`src/rtl/sd_spi_responder.sv`:
```
// SPI-mode SD card responder. Oversamples the host SPI clock, decodes
// 48-bit command frames, answers with R1 and, for CMD17, streams a data
// block read from an external byte memory.
module sd_spi_responder #(
   parameter int BLOCK_SIZE = 16,
   parameter int NCR_BYTES  = 1,
   parameter int ADDR_W     = 8
) (
   input  logic              clk,
   input  logic              rst,
   input  logic              sclk,
   input  logic              mosi,
   input  logic              ss,
   output logic              miso,
   output logic [ADDR_W-1:0] rd_addr,
   input  logic [7:0]        rd_data,
   output logic              cmd_valid,
   output logic [5:0]        cmd_index,
   output logic [31:0]       cmd_arg,
   output logic              crc_err
);

   localparam int BYTE_W = (BLOCK_SIZE > 1) ? $clog2(BLOCK_SIZE) : 1;
   localparam int NCR_W  = (NCR_BYTES > 1) ? $clog2(NCR_BYTES) : 1;
   localparam logic [BYTE_W-1:0] LAST_BYTE = BYTE_W'(BLOCK_SIZE - 1);
   localparam logic [NCR_W-1:0]  LAST_NCR  = NCR_W'(NCR_BYTES - 1);

   typedef enum logic [2:0] {
      S_HUNT, S_CMD, S_NCR, S_R1, S_GAP, S_TOKEN, S_DATA, S_CRC
   } state_t;

   state_t            state;
   logic [2:0]        sclk_q;     // [1:0] synchronizer, [2] previous sample
   logic [1:0]        mosi_q;
   logic [1:0]        ss_q;
   logic [46:0]       rx_sr;
   logic [5:0]        rx_cnt;
   logic [6:0]        crc;
   logic [7:0]        tx_sr;
   logic [7:0]        r1;
   logic [2:0]        bit_cnt;
   logic [BYTE_W-1:0] byte_cnt;
   logic [NCR_W-1:0]  ncr_cnt;
   logic              data_pend;
   logic              idle;
   logic              app;

   // NOTE: plain continuous assigns for the combinational helpers leave no
   // path that could hold a value, so nothing here can become a latch.
   logic        sclk_rise, sclk_fall, mosi_s, ss_s, crc_fb;
   logic [47:0] frame;
   logic [6:0]  crc_nxt;
   assign sclk_rise = sclk_q[1] & ~sclk_q[2];
   assign sclk_fall = ~sclk_q[1] & sclk_q[2];
   assign mosi_s    = mosi_q[1];
   assign ss_s      = ss_q[1];
   assign frame     = {rx_sr, mosi_s};
   assign crc_fb    = mosi_s ^ crc[6];
   assign crc_nxt   = {crc[5:0], 1'b0} ^ (crc_fb ? 7'h09 : 7'h00);

   // Two-flop synchronizers for the host pins plus the sclk edge history.
   always_ff @(posedge clk or posedge rst) begin
      if (rst) begin
         sclk_q <= '0;
         mosi_q <= '1;
         ss_q   <= '1;
      end else begin
         sclk_q <= {sclk_q[1:0], sclk};
         mosi_q <= {mosi_q[0], mosi};
         ss_q   <= {ss_q[0], ss};
      end
   end

   // Command receive, response/data transmit and card flags.
   // NOTE: non-blocking assignments so every register reads pre-edge values;
   // later assignments in the same edge deliberately override earlier ones.
   always_ff @(posedge clk or posedge rst) begin
      if (rst) begin
         state     <= S_HUNT;
         miso      <= 1'b1;
         rd_addr   <= '0;
         cmd_valid <= 1'b0;
         crc_err   <= 1'b0;
         cmd_index <= '0;
         cmd_arg   <= '0;
         idle      <= 1'b1;
         app       <= 1'b0;
         rx_sr     <= '0;
         rx_cnt    <= '0;
         crc       <= '0;
         tx_sr     <= 8'hFF;
         r1        <= 8'hFF;
         bit_cnt   <= '0;
         byte_cnt  <= '0;
         ncr_cnt   <= '0;
         data_pend <= 1'b0;
      end else begin
         cmd_valid <= 1'b0;
         crc_err   <= 1'b0;
         if (ss_s) begin
            // Deselected: abandon any frame or response, keep the card flags.
            state    <= S_HUNT;
            miso     <= 1'b1;
            rx_cnt   <= '0;
            bit_cnt  <= '0;
            byte_cnt <= '0;
            ncr_cnt  <= '0;
         end else begin
            case (state)
               S_HUNT, S_CMD: begin
                  if (sclk_fall) miso <= 1'b1;
                  if (sclk_rise) begin
                     rx_sr <= {rx_sr[45:0], mosi_s};
                     if (state == S_HUNT) begin
                        if (!mosi_s) begin
                           // The start bit is 0, so it leaves the CRC at 0.
                           state  <= S_CMD;
                           rx_cnt <= 6'd1;
                           crc    <= 7'h00;
                        end
                     end else begin
                        rx_cnt <= rx_cnt + 1'b1;
                        if (rx_cnt < 6'd40) crc <= crc_nxt;
                        if (rx_cnt == 6'd47) begin
                           state <= S_HUNT;
                           if (!frame[47] && frame[46] && frame[0]) begin
                              state     <= S_NCR;
                              tx_sr     <= 8'hFF;
                              bit_cnt   <= '0;
                              ncr_cnt   <= '0;
                              data_pend <= 1'b0;
                              if (crc != frame[7:1]) begin
                                 r1      <= {4'b0000, 1'b1, 2'b00, idle};
                                 crc_err <= 1'b1;
                              end else begin
                                 cmd_valid <= 1'b1;
                                 cmd_index <= frame[45:40];
                                 cmd_arg   <= frame[39:8];
                                 app       <= 1'b0;
                                 case (frame[45:40])
                                    6'd0: begin
                                       idle <= 1'b1;
                                       r1   <= 8'h01;
                                    end
                                    6'd55: begin
                                       app <= 1'b1;
                                       r1  <= {7'b0, idle};
                                    end
                                    6'd41: begin
                                       if (app) begin
                                          idle <= 1'b0;
                                          r1   <= 8'h00;
                                       end else begin
                                          r1 <= {5'b0, 1'b1, 1'b0, idle};
                                       end
                                    end
                                    6'd17: begin
                                       if (!idle) begin
                                          r1        <= 8'h00;
                                          data_pend <= 1'b1;
                                       end else begin
                                          r1 <= 8'h05;
                                       end
                                    end
                                    default: r1 <= {5'b0, 1'b1, 1'b0, idle};
                                 endcase
                              end
                           end
                        end
                     end
                  end
               end
               default: begin
                  if (sclk_fall) begin
                     miso    <= tx_sr[7];
                     tx_sr   <= {tx_sr[6:0], 1'b1};
                     bit_cnt <= bit_cnt + 1'b1;
                     if (bit_cnt == 3'd7) begin
                        // Last bit of a byte goes out now; queue the next byte.
                        case (state)
                           S_NCR: begin
                              if (ncr_cnt == LAST_NCR) begin
                                 state <= S_R1;
                                 tx_sr <= r1;
                              end else begin
                                 ncr_cnt <= ncr_cnt + 1'b1;
                                 tx_sr   <= 8'hFF;
                              end
                           end
                           S_R1: begin
                              if (data_pend) begin
                                 state   <= S_GAP;
                                 tx_sr   <= 8'hFF;
                                 rd_addr <= cmd_arg[ADDR_W-1:0];
                              end else begin
                                 state <= S_HUNT;
                              end
                           end
                           S_GAP: begin
                              state <= S_TOKEN;
                              tx_sr <= 8'hFE;
                           end
                           S_TOKEN: begin
                              state    <= S_DATA;
                              tx_sr    <= rd_data;
                              byte_cnt <= '0;
                              if (BLOCK_SIZE > 1) rd_addr <= rd_addr + 1'b1;
                           end
                           S_DATA: begin
                              if (byte_cnt == LAST_BYTE) begin
                                 state    <= S_CRC;
                                 tx_sr    <= 8'hFF;
                                 byte_cnt <= '0;
                              end else begin
                                 tx_sr    <= rd_data;
                                 byte_cnt <= byte_cnt + 1'b1;
                                 // Stop advancing once the final byte is addressed.
                                 if (byte_cnt + 1'b1 != LAST_BYTE) rd_addr <= rd_addr + 1'b1;
                              end
                           end
                           S_CRC: begin
                              tx_sr <= 8'hFF;
                              if (byte_cnt == BYTE_W'(1)) state <= S_HUNT;
                              else byte_cnt <= byte_cnt + 1'b1;
                           end
                           default: state <= S_HUNT;
                        endcase
                     end
                  end
               end
            endcase
         end
      end
   end

endmodule

```
`config.mk`:
```
export PLATFORM = sky130hd
export DESIGN_NAME = sd_spi_responder
export DESIGN_NICKNAME = d
export VERILOG_FILES = /design/src/rtl/sd_spi_responder.sv
export SDC_FILE = /design/constraint.sdc
export NUM_CORES = 1
export LEC_CHECK = 0
export BUFFER_PORTS_ARGS = -buffer_cell sky130_fd_sc_hd__buf_2
export CORE_ASPECT_RATIO = 0.9
export CORE_MARGIN = 2
export CORE_UTILIZATION = 40
export DETAILED_ROUTE_END_ITERATION = 8
export GPL_TIMING_DRIVEN = 0
export SETUP_SLACK_MARGIN = 0.1
export SLEW_MARGIN = 30
export SYNTH_ARGS = -nofsm -noshare
export SYNTH_HDL_FRONTEND = slang
export SYNTH_SLANG_ARGS = --single-unit
```
`constraint.sdc`:
```
create_clock -name clk -period 6 [get_ports clk]
set_clock_uncertainty 0.2 [all_clocks]
set_input_delay 1.2 -clock clk [delete_from_list [all_inputs] [get_ports clk]]
set_output_delay 1.2 -clock clk [all_outputs]
set_load 0.1 [all_outputs]
```
* After elaboration in Yosys (flattened, before gate mapping) *
Cells that the tools add are included.

storage, ports and cells
  output and inout port bits = 49
  bits in registers = 146
  word-level logic and storage cells = 194

operators by class
  order comparisons = 1
  muxes and demuxes = 90
  equal/unequal tests = 37
  reduce and logical (&&, ||, !) cells = 30
  bitwise gates (word level) = 10
  add/sub/neg operators = 5

operators with widths
  kind                 count
  $mux 8               13
  $mux 3               21
  $pmux 8 s6           1
  $mux 1               33
  $mux 4               8
  $mux 6               5
  $pmux 8 s3           1
  $mux 7               3
  $ne 2x2->1 const B   10
  $ne 4x4->1 const B   5
  $eq 6x6->1 const B   3
  $ne 3x3->1 const B   6
  $pmux 3 s6           1
  $reduce_and 8->1     2
  $eq 3x3->1 const B   5
  $reduce_and 5->1     3
  $reduce_and 7->1     2
  $reduce_bool 2->1    7
  $pmux 3 s4           1
  $pmux 4 s3           1
  $reduce_and 6->1     2
  $reduce_bool 3->1    4
  $reduce_and 9->1     1
  $add 8x1->8 const B  1
  other kinds (25)     34

* Logic depth before layout (Yosys ltp) *
Gate-level depths: netlist of the first run.

  word-level depth = 9
  depth in mapped cells = 10

* Worst setup path before layout of the first run *
No wires, ideal clock.

  kind = reg2reg
  start point = reg state[2]
  end point = reg cmd_arg[7]
  stages on the path, launching flop included = 10
  buffers on the path = 4
  clock period less this slack = 2.524 ns
  slack = 3.476 ns
  arrival = 2.198 ns
  cells stage by stage = dfrtp_1 > buf_6 > nor4b_2 > nand2b_1 > buf_2 > or4_4 > buf_6 > clkinv_2 > buf_6 > mux2_2

between the ends
  longest elaborated chain between the ends = 3
  elaborated cells on any way between the ends = 5
  classes of those cells = eq/ne: 1; bitwise: 1; reduce/logical: 3

ends and longest elaborated chain
  item                                                  RTL line  RTL
  from (decl)                                           32        state_t state;
  from (signal assigned)                                79        state <= S_HUNT;
  from (signal assigned)                                102       state <= S_HUNT;
  from (signal assigned)                                117       state <= S_CMD;
  $eq 3x1->1 / $logic_not 3->1 (equally long branches)  109, 114
  $reduce_or 2->1 / $not 1->1 (equally long branches)   -
  $reduce_and 7->1 (no source line) *                   -
  to (signal assigned)                                  138       cmd_arg <= frame[39:8];
  to (decl)                                             19        output logic [31:0] cmd_arg,

Every way passes the cells marked *; elsewhere a longest branch is shown, timed or not.
A chain may end at the register's enable or synchronous reset.

* Worst setup path after layout of the first run *
  start point = reg rx_cnt[0]
  end point = reg cmd_arg[0]

between the ends
  longest elaborated chain between the ends = 2

ends and longest elaborated chain
  item                               RTL line  RTL
  from (decl)                        37        logic [5:0] rx_cnt;
  from (signal assigned)             122       rx_cnt <= rx_cnt + 1'b1;
  $eq 6x6->1                         124       if (rx_cnt == 6'd47) begin
  $reduce_and 7->1 (no source line)  -

No other way between the ends.

==> results of run 1 <==
[where the power goes]
part / switching, mW / total (mW) / internal [mW]
Clock: 0.417 / 1.05 / 0.631
Combinational: 0.0569 / 0.0855 / 0.0286
Sequential: 0.0180 / 0.988 / 0.970
[routing by layer]
metal,vias up,wire length [um],track usage,part of all wire
li1,2261,-,-,-
met1,2342,6450,0.236,0.47
met2,114,6540,0.290,0.47
met3,18,599,0.0459,0.043
met4,0,223,0.0684,0.016
met5,-,0,0,0
[flip-flops by register name, indices dropped and copies added, names as in the netlist, 2 cells and up]
register	count
ss_q	2
tx_sr	8
rx_cnt	6
cmd_arg	32
cmd_index	6
sclk_q	3
state	3
r1	4
bit_cnt	3
rx_sr	47
byte_cnt	4
rd_addr	8
crc	7
mosi_q	2
[critical path: stages, from the launching register on]
cell	delay [ns]
dfrtp_1	0.39
ha_1	0.18
and3_1	0.24
nand4_1	0.29
or4_4	0.60
buf_6	0.15
clkinv_2	0.11
buf_6	0.18
mux2_2	0.34
[stage by stage]
| stage | utilization | TNS [ns] | cell area [sq um] | setup WS, ns |
|---|---|---|---|---|
| 2_1_floorplan | - | 0 | 6280 | 0.849 |
| 4_1_cts | 0.486 | 0 | 7480 | 3.19 |
| 5_1_grt | 0.486 | 0 | 7480 | 3.06 |
| 3_3_place_gp | 0.445 | -84.16 | 6840 | -0.694 |
| 6_report | 0.486 | 0 | 7480 | 3.18 |
| 3_5_place_dp | 0.447 | 0 | 6880 | 3.22 |
[Yosys cell counts (2+ instances only)]
library cell  instances  share of area
and3_1                4         0.0040
a21oi_1              21          0.017
a2111oi_0             3         0.0042
ha_1                  7          0.014
xor2_1                3         0.0042
nand2_1             167           0.10
mux2_4                6          0.014
nor4_1                2         0.0020
a21o_1                2         0.0024
buf_2                 3         0.0024
nor4b_1               2         0.0028
nor3_1                9         0.0072
a221oi_1              2         0.0028
mux2_2               30          0.054
o22a_1                4         0.0056
o22ai_1               3         0.0030
o21a_1                2         0.0024
buf_6                 6          0.011
mux2i_1               4         0.0064
dfrtp_1             123           0.49
nand3_1              16          0.013
nand3b_1              3         0.0036
or2_2                 3         0.0030
dfstp_2              18          0.075
o21ai_1               2         0.0016
o21ai_0              28          0.022
a31oi_1               5         0.0050
a22oi_1               5         0.0060
o2111ai_1             2         0.0028
or3_1                 2         0.0020
a211oi_1              3         0.0036
nor2_1               35          0.021
and3b_1               2         0.0028
clkbuf_1             15         0.0090
a22o_1                6         0.0084
nand2b_1              4         0.0040
mux2_1                2         0.0036
nor2b_1               6         0.0060
inv_1                12         0.0072
xnor2_1              11          0.015
nand4_1               4         0.0040
buf_1                 5         0.0030
[cell type report]
type	count	area, sq um	share of cell area
Clock inverter	14	160	0.0214
Multi-Input combinational cell	428	2520	0.337
Sequential cell	141	3550	0.475
Timing Repair Buffer	63	338	0.0452
Inverter	13	57.6	0.00769
Buffer	30	163	0.0217
Tap cell	202	253	0.0338
Clock buffer	18	439	0.0587
[cell families after synthesis]
kind of cell | Yosys count
fa+ha+maj | 7
compound gates | 100
mux | 42
xor+xnor | 14
simple gates | 265
flops | 141
buf+inv | 43
[layout by cell type, fill, tap and decap left out, types with 7 or more instances in the layout]
cell,Yosys,layout
nand2_1,167,167
clkbuf_16,0,17
xnor2_1,11,11
mux2_2,30,30
buf_2,3,65
o21ai_0,28,28
ha_1,7,7
a21oi_1,21,21
dfstp_2,18,18
inv_1,12,11
nand3_1,16,16
clkbuf_1,15,15
nor2_1,35,35
nor3_1,9,9
dfrtp_1,123,123
[final timing paths]
check | start | endpoint | depth (start not counted) | slack, ns
setup / recovery | rx_cnt[0]$_DFFE_PP0P_ | cmd_arg[0]$_DFFE_PP0P_ | 8 | 3.18
hold / removal | sclk_q[0]$_DFF_PP0_ | sclk_q[1]$_DFF_PP0_ | 0 | 0.14
setup reg to reg | rx_cnt[0]$_DFFE_PP0P_ | cmd_arg[0]$_DFFE_PP0P_ | 8 | 3.18
hold reg to reg | sclk_q[0]$_DFF_PP0_ | sclk_q[1]$_DFF_PP0_ | 0 | 0.14
max in group asynchronous | rst | mosi_q[0]$_DFF_PP1_ | 3 | 4.24
min in group asynchronous | rst | cmd_arg[20]$_DFFE_PP0P_ | 2 | 0.59
==> key figures, run 1 <==
Power
  – Total power: 2.12 mW
  – Largest vdd supply drop: around 220 uV
  – Power per cell area: roughly 280 nW/um^2
  – Leak pwr: 3.71 nW

Logic synthesis
  – Average cell area after synthesis: slightly above 10 sq um
  – Xor/xnor share of the synthesized area: 0.0195
  – Netlist cell types: 62
  – Post-synth EDFFs: 0
  – Most used DFF post-synth: dfrtp_1
  – Post-synthesis compound-gate area fraction: 0.105
  – Post-synthesis cell count: 612
  – Synth warn: 0
  – Post-Syn Area: ~6300 sq um
  – #FFs+latches synth: between 100 and 150
  – Syn_nets: 632
  – Synth Area in Adders: 0.0139
  – Share of synthesized flip-flops with an asynchronous set or reset: 1.00
  – Post-synthesis sequential area ratio: 0.565
  – Multiplexer share of the synthesized area: 0.0781
  – Synth Area in Simple Gates: 0.184
  – Main combinational cell family by area after synthesis: simple AND/OR/NAND/NOR gates

Clock tree
  – H-tree depth: 4
  – CTS sink count: 141
  – Skew-Pair Late Insertion Delay: roughly 0.42 ns
  – CTS Buf Count: 17
  – Setup Fix Bufs, Post-CTS: 0
  – CTS resizes: 0
  – TritonCTS clock tree: done
  – Hold buffer count at cts: 0
  – CTS Buffer Depth: 2
  – Clk pin slew, worst setup/hold paths: ~0.06 ns
  – Clock Tree Root: clkbuf_16

Final layout
  – ANT cells: 0
  – Area Growth Syn to Fin: 19.1%
  – Share of layout cells above drive strength 1: 0.239
  – Fillers: 1,471
  – Finished Layout Cells: ~900
  – # nets final: a little over 700

Global routing
  – Initial antenna violation count: 0
  – Largest net degree at the start of global routing: ~90
  – Grt total ovfl: 0
  – First-pass GRT wire length: ~23,000 um
  – GRT Overall Usage: 0.180
  – Vias in the first global route: 4,754

Timing
  – Part of the cycle the worst path needs: 0.469
  – Crit path time final: between 2 and 3 ns
  – Slew HR: 0.554
  – Finish-stage setup viols: 0
  – Worst-Margin Slew: about 0.67 ns
  – FMAX: ~0.36 GHz
  – Max Slew Vio Count: 0
  – RSZ-0062 raised after global routing: false
  – Hold Vio Cnt, Final: 0
  – Worst hold margin: between 0.1 and 0.15 ns

Drt
  – DRT Pass-1 Iters: 4
  – Total Wirelength: between 10,000 and 15,000 um
  – DRC: 0
  – Vias per cell: 5.21
  – Wire per inst: about 15 um
  – DRT antenna net count: 0
  – Initial DRC count: between 300 and 400
  – Via count: 4,735

Setup path
  – Element type at the critical path end: flop
  – CP Class: flop to flop
  – WP data required: slightly above 6 ns
  – CP Max Fanout: 10
  – Worst setup SP type: flop
  – Crit path arrival time: ~2.9 ns

Flow run
  – MaxCap Viol Count: 0

Run status
  – Status: finished clean

Floorplan
  – Die height: roughly 120 um
  – # rows: between 40 and 50
  – Die area: about 17,000 sq um
  – Initial core utilization: 0.408
  – Core area: between 15,000 and 20,000 sq um
  – Die W: about 140 um
  – Top-Level Pins: between 60 and 70

Placement
  – Hpwl dp: between 9000 and 10,000 um
  – Port Buffers: about 60
  – GP Congestion: about 0.86
  – Dpl cells: ~880

Hold path
  – Worst hold path type: flop to flop
Note: power is estimated with default switching activity, not from simulation.
==> run 2, diff against run 1 <==
--- a/config.mk
+++ b/config.mk
@@ -5,6 +5,7 @@
 export SDC_FILE = /design/constraint.sdc
 export NUM_CORES = 1
 export LEC_CHECK = 0
+export ABC_AREA = 1
 export BUFFER_PORTS_ARGS = -buffer_cell sky130_fd_sc_hd__buf_2
 export CORE_ASPECT_RATIO = 0.9
 export CORE_MARGIN = 2
==> constraint.sdc (replaced) <==
create_clock -name clk -period 2.3 [get_ports clk]
set_clock_uncertainty 0.2 [all_clocks]
set_input_delay 0.46 -clock clk [delete_from_list [all_inputs] [get_ports clk]]
set_output_delay 0.46 -clock clk [all_outputs]
set_load 0.1 [all_outputs]
==> key figures, run 2 <==
Clock tree
  – TritonCTS clock tree: done (unchanged)
  – Skew-Pair Late Insertion Delay: 0.42 ns (about the same)
  – Clk pin slew, worst setup/hold paths: 0.06 ns (about the same)
  – CTS sink count: 141 (unchanged)
  – CTS Buf Count: 17 (unchanged)
  – H-tree depth: 4 (unchanged)
  – Clock Tree Root: clkbuf_16 (unchanged)
  – CTS Buffer Depth: 2 (unchanged)

Drt
  – Total Wirelength: 15,200 um (was 13,800 um)
  – Wire per inst: 13.5 um (was 15.2 um)
  – Via count: 5,427 (was 4,735)
  – DRC: 0 (unchanged)
  – Vias per cell: 4.82 (was 5.21)
  – Initial DRC count: 300 (was 358)
  – DRT antenna net count: 0 (unchanged)
  – DRT Pass-1 Iters: 6 (was 4)

Logic synthesis
  – Post-synth EDFFs: 0 (unchanged)
  – Synth top area cells: dfrtp_1 (46%), nand2_1 (13%), dfstp_2 (7.0%) (was dfrtp_1 (49%), nand2_1 (10%), dfstp_2 (7.5%))
  – Most common cell in the synthesized netlist: nand2_1 (unchanged)
  – Post-synthesis sequential area ratio: 0.529 (was 0.565)
  – Share of synthesized flip-flops with an asynchronous set or reset: 1.00 (unchanged)
  – Syn_nets: 833 (was 632)
  – Synth warn: 0 (unchanged)
  – Top cells by count, synth: nand2_1 (237), dfrtp_1 (123), inv_1 (87) (was nand2_1 (167), dfrtp_1 (123), nor2_1 (35))
  – Most used DFF post-synth: dfrtp_1 (unchanged)
  – Post-synth top area cell: dfrtp_1 (unchanged)
  – Post-Syn Area: 6720 sq um (was 6280 sq um)
  – Netlist cell types: 34 (was 62)
  – Post-synthesis cell count: 813 (was 612)
  – Synth top area share: 0.458 (was 0.490)
  – #FFs+latches synth: 141 (unchanged)
  – Average cell area after synthesis: 8.26 sq um (was 10.3 sq um)

Setup path
  – CP max stage delay: 0.40 ns (was 0.60 ns)
  – Worst reg-to-reg path cell count: 9 (was 8)
  – CP Depth: 9 (was 8)
  – Critical path cell sequence: ha_1 -> nand3_2 -> nor2_4 -> nand3_2 -> nor2_4 -> nand2_4 -> clkbuf_4 -> nand2_1 -> nand2_1 (was ha_1 -> and3_1 -> nand4_1 -> or4_4 -> buf_6 -> clkinv_2 -> buf_6 -> mux2_2)
  – Worst setup SP type: flop (unchanged)
  – Crit-path leading delay family: simple AND/OR/NAND/NOR gates (unchanged)
  – WP data required: 2.42 ns (was 6.09 ns)
  – Crit path arrival time: 2.19 ns (was 2.91 ns)
  – Element type at the critical path end: flop (unchanged)
  – Slowest CP cell: dfrtp_2 (was or4_4)
  – CP Class: flop to flop (unchanged)
  – R2R Path Start: rx_cnt[0]$_DFFE_PP0P_ (unchanged)
  – RR Endpoint: cmd_arg[29]$_DFFE_PP0P_ (was cmd_arg[0]$_DFFE_PP0P_)
  – R2R setup slack: 0.23 ns (was 3.18 ns)
  – CP Max Fanout: 10 (unchanged)
  – WP buf/inv: 1 (was 3)

Global routing
  – Initial antenna violation count: 0 (unchanged)
  – First-pass GRT wire length: 26,100 um (was 23,400 um)
  – GRT Overall Usage: 0.182 (was 0.180)
  – Vias in the first global route: 5,283 (was 4,754)
  – Grt total ovfl: 0 (unchanged)
  – Largest net degree at the start of global routing: 28 (was 89)

Timing
  – Worst-Margin Slew: 0.501 ns (was 0.669 ns)
  – Crit path time final: 2.07 ns (was 2.82 ns)
  – Slew HR: 0.669 (was 0.554)
  – Part of the cycle the worst path needs: 0.901 (was 0.469)
  – Max Slew Vio Count: 0 (unchanged)
  – Hold Vio Cnt, Final: 0 (unchanged)
  – FMAX: 0.482 GHz (was 0.355 GHz)
  – RSZ-0062 raised after global routing: true (was false)
  – Finish-stage setup viols: 0 (unchanged)

Power
  – Total power: 5.88 mW (was 2.12 mW)
  – Switching power: 1.47 mW (was 0.491 mW)
  – Pint: 4.42 mW (was 1.63 mW)
  – Power per cell area: 727 nW/um^2 (was 284 nW/um^2)
  – Clock power share: 0.466 (was 0.494)
  – Seq pwr share: 0.446 (was 0.466)
  – Power share of the combinational group: 0.088 (was 0.040)
  – Largest vdd supply drop: 497 uV (was 218 uV)
  – Switching portion of total power: 0.249 (was 0.232)
  – Leak pwr: 3.89 nW (was 3.71 nW)

Placement
  – Post-DP Area: 7430 sq um (was 6880 sq um)
  – Port Buffers: 61 (unchanged)
  – Dpl cells: 1,087 (was 877)
  – Hpwl dp: 10,700 um (was 9710 um)
  – GP Congestion: 0.797 (was 0.861)

Hold path
  – Min-delay src: sclk_q[0]$_DFF_PP0_ (unchanged)
  – Hold Crit Depth: 0 (unchanged)
  – Worst hold path type: flop to flop (unchanged)
  – Hold EP: sclk_q[1]$_DFF_PP0_ (unchanged)

Floorplan
  – Die W: 141 um (was 136 um)
  – Core area: 16,300 sq um (was 15,400 sq um)
  – Initial core utilization: 0.412 (was 0.408)
  – # rows: 44 (was 43)
  – Die height: 127 um (was 123 um)
  – Die area: 17,800 sq um (was 16,700 sq um)
  – Top-Level Pins: 62 (unchanged)

Final layout
  – Final Instance Area: 8100 sq um (was 7480 sq um)
  – ANT cells: 0 (unchanged)
  – Largest registers: rx_sr: 47 flops, cmd_arg: 32 flops (unchanged)
  – Finished Layout Cells: 1,125 (was 909)
  – Most common cell after layout, fill and taps aside: nand2_1 (unchanged)
  – Share of layout cells above drive strength 1: 0.206 (was 0.239)
  – Biggest register: rx_sr (unchanged)
  – Most frequent cells in the layout: nand2_1 (237), dfrtp_1 (122), inv_1 (86) (was nand2_1 (167), dfrtp_1 (123), buf_2 (65))
  – # nets final: 926 (was 714)
  – Fillers: 1,568 (was 1,471)
  – Max reg flops: 47 (unchanged)
  – Area Growth Syn to Fin: 20.6% (was 19.1%)

Flow run
  – MaxCap Viol Count: 0 (unchanged)

Run status
  – Status: finished clean (unchanged)
run 2: metal layers:
| layer | up-vias | global-route usage | share of wire |
|---|---|---|---|
| met5 | - | 0 | 0 |
| met4 | 0 | 0.0641 | 0.017 |
| met3 | 18 | 0.0366 | 0.033 |
| met2 | 98 | 0.272 | 0.43 |
| met1 | 2534 | 0.264 | 0.52 |
| li1 | 2777 | - | - |
run 2: cell families after synthesis:
logic type,count (synthesis),share of synthesized area
flops,141,0.529
simple gates,395,0.257
xor+xnor,8,0.0104
fa+ha+maj,7,0.0130
buf+inv,121,0.0799
compound gates,141,0.110
run 2: power groups by stage:
stage	Clock (mW)	Combinational (mW)	Sequential, mW
3_5_place_dp	0	0.519	2.67
5_1_grt	2.90	0.596	2.64
2_1_floorplan	0	0.363	2.66
4_1_cts	2.81	0.525	2.62
3_3_place_gp	0	0.485	2.67
6_report	2.74	0.516	2.62
run 2: layout make-up:
class / instances / area, sq um / area share
Clock buffer: 22 / 474 / 0.0586
Multi-Input combinational cell: 551 / 2640 / 0.326
Tap cell: 207 / 259 / 0.0320
Inverter: 94 / 362 / 0.0447
Buffer: 27 / 188 / 0.0232
Timing Repair Buffer: 74 / 510 / 0.0631
Clock inverter: 9 / 111 / 0.0138
Sequential cell: 141 / 3550 / 0.439
run 2: how the worst max path moves through the flow:
stage / startpoint / endpoint / slack, ns
CTS: bit_cnt[0]$_DFFE_PP0P_ / rd_addr[3]$_DFFE_PP0P_ / 0.11
detailed placement: rx_cnt[0]$_DFFE_PP0P_ / cmd_arg[29]$_DFFE_PP0P_ / 0.1
global route: rx_cnt[0]$_DFFE_PP0P_ / cmd_arg[17]$_DFFE_PP0P_ / 0.06
finish: rx_cnt[0]$_DFFE_PP0P_ / cmd_arg[29]$_DFFE_PP0P_ / 0.23
global placement: rst / cmd_index[0]$_DFFE_PP0P_ / -1.14
floorplan: rst / app$_DFFE_PP0P_ / -0.11
run 2: per-stage QoR:
| step | setup TNS [ns] | hold WS, ns | utilization | setup WS [ns] |
|---|---|---|---|---|
| 2_1_floorplan | -13.33 | 0.131 | - | -0.108 |
| 3_3_place_gp | -147.23 | 0.137 | 0.447 | -1.14 |
| 3_5_place_dp | 0 | 0.136 | 0.456 | 0.0963 |
| 4_1_cts | 0 | 0.149 | 0.494 | 0.107 |
| 5_1_grt | 0 | 0.155 | 0.497 | 0.0608 |
| 6_report | 0 | 0.153 | 0.497 | 0.227 |
run 2: timing repair:
item                                    CTS  global route
gates cloned                              0             0
endpoints found under the setup margin    2            57
gates resized for setup                   1            10
hold endpoints to repair                 21             0
setup buffers                             0             3
pin swaps                                 0             2
hold buffers                              4             0
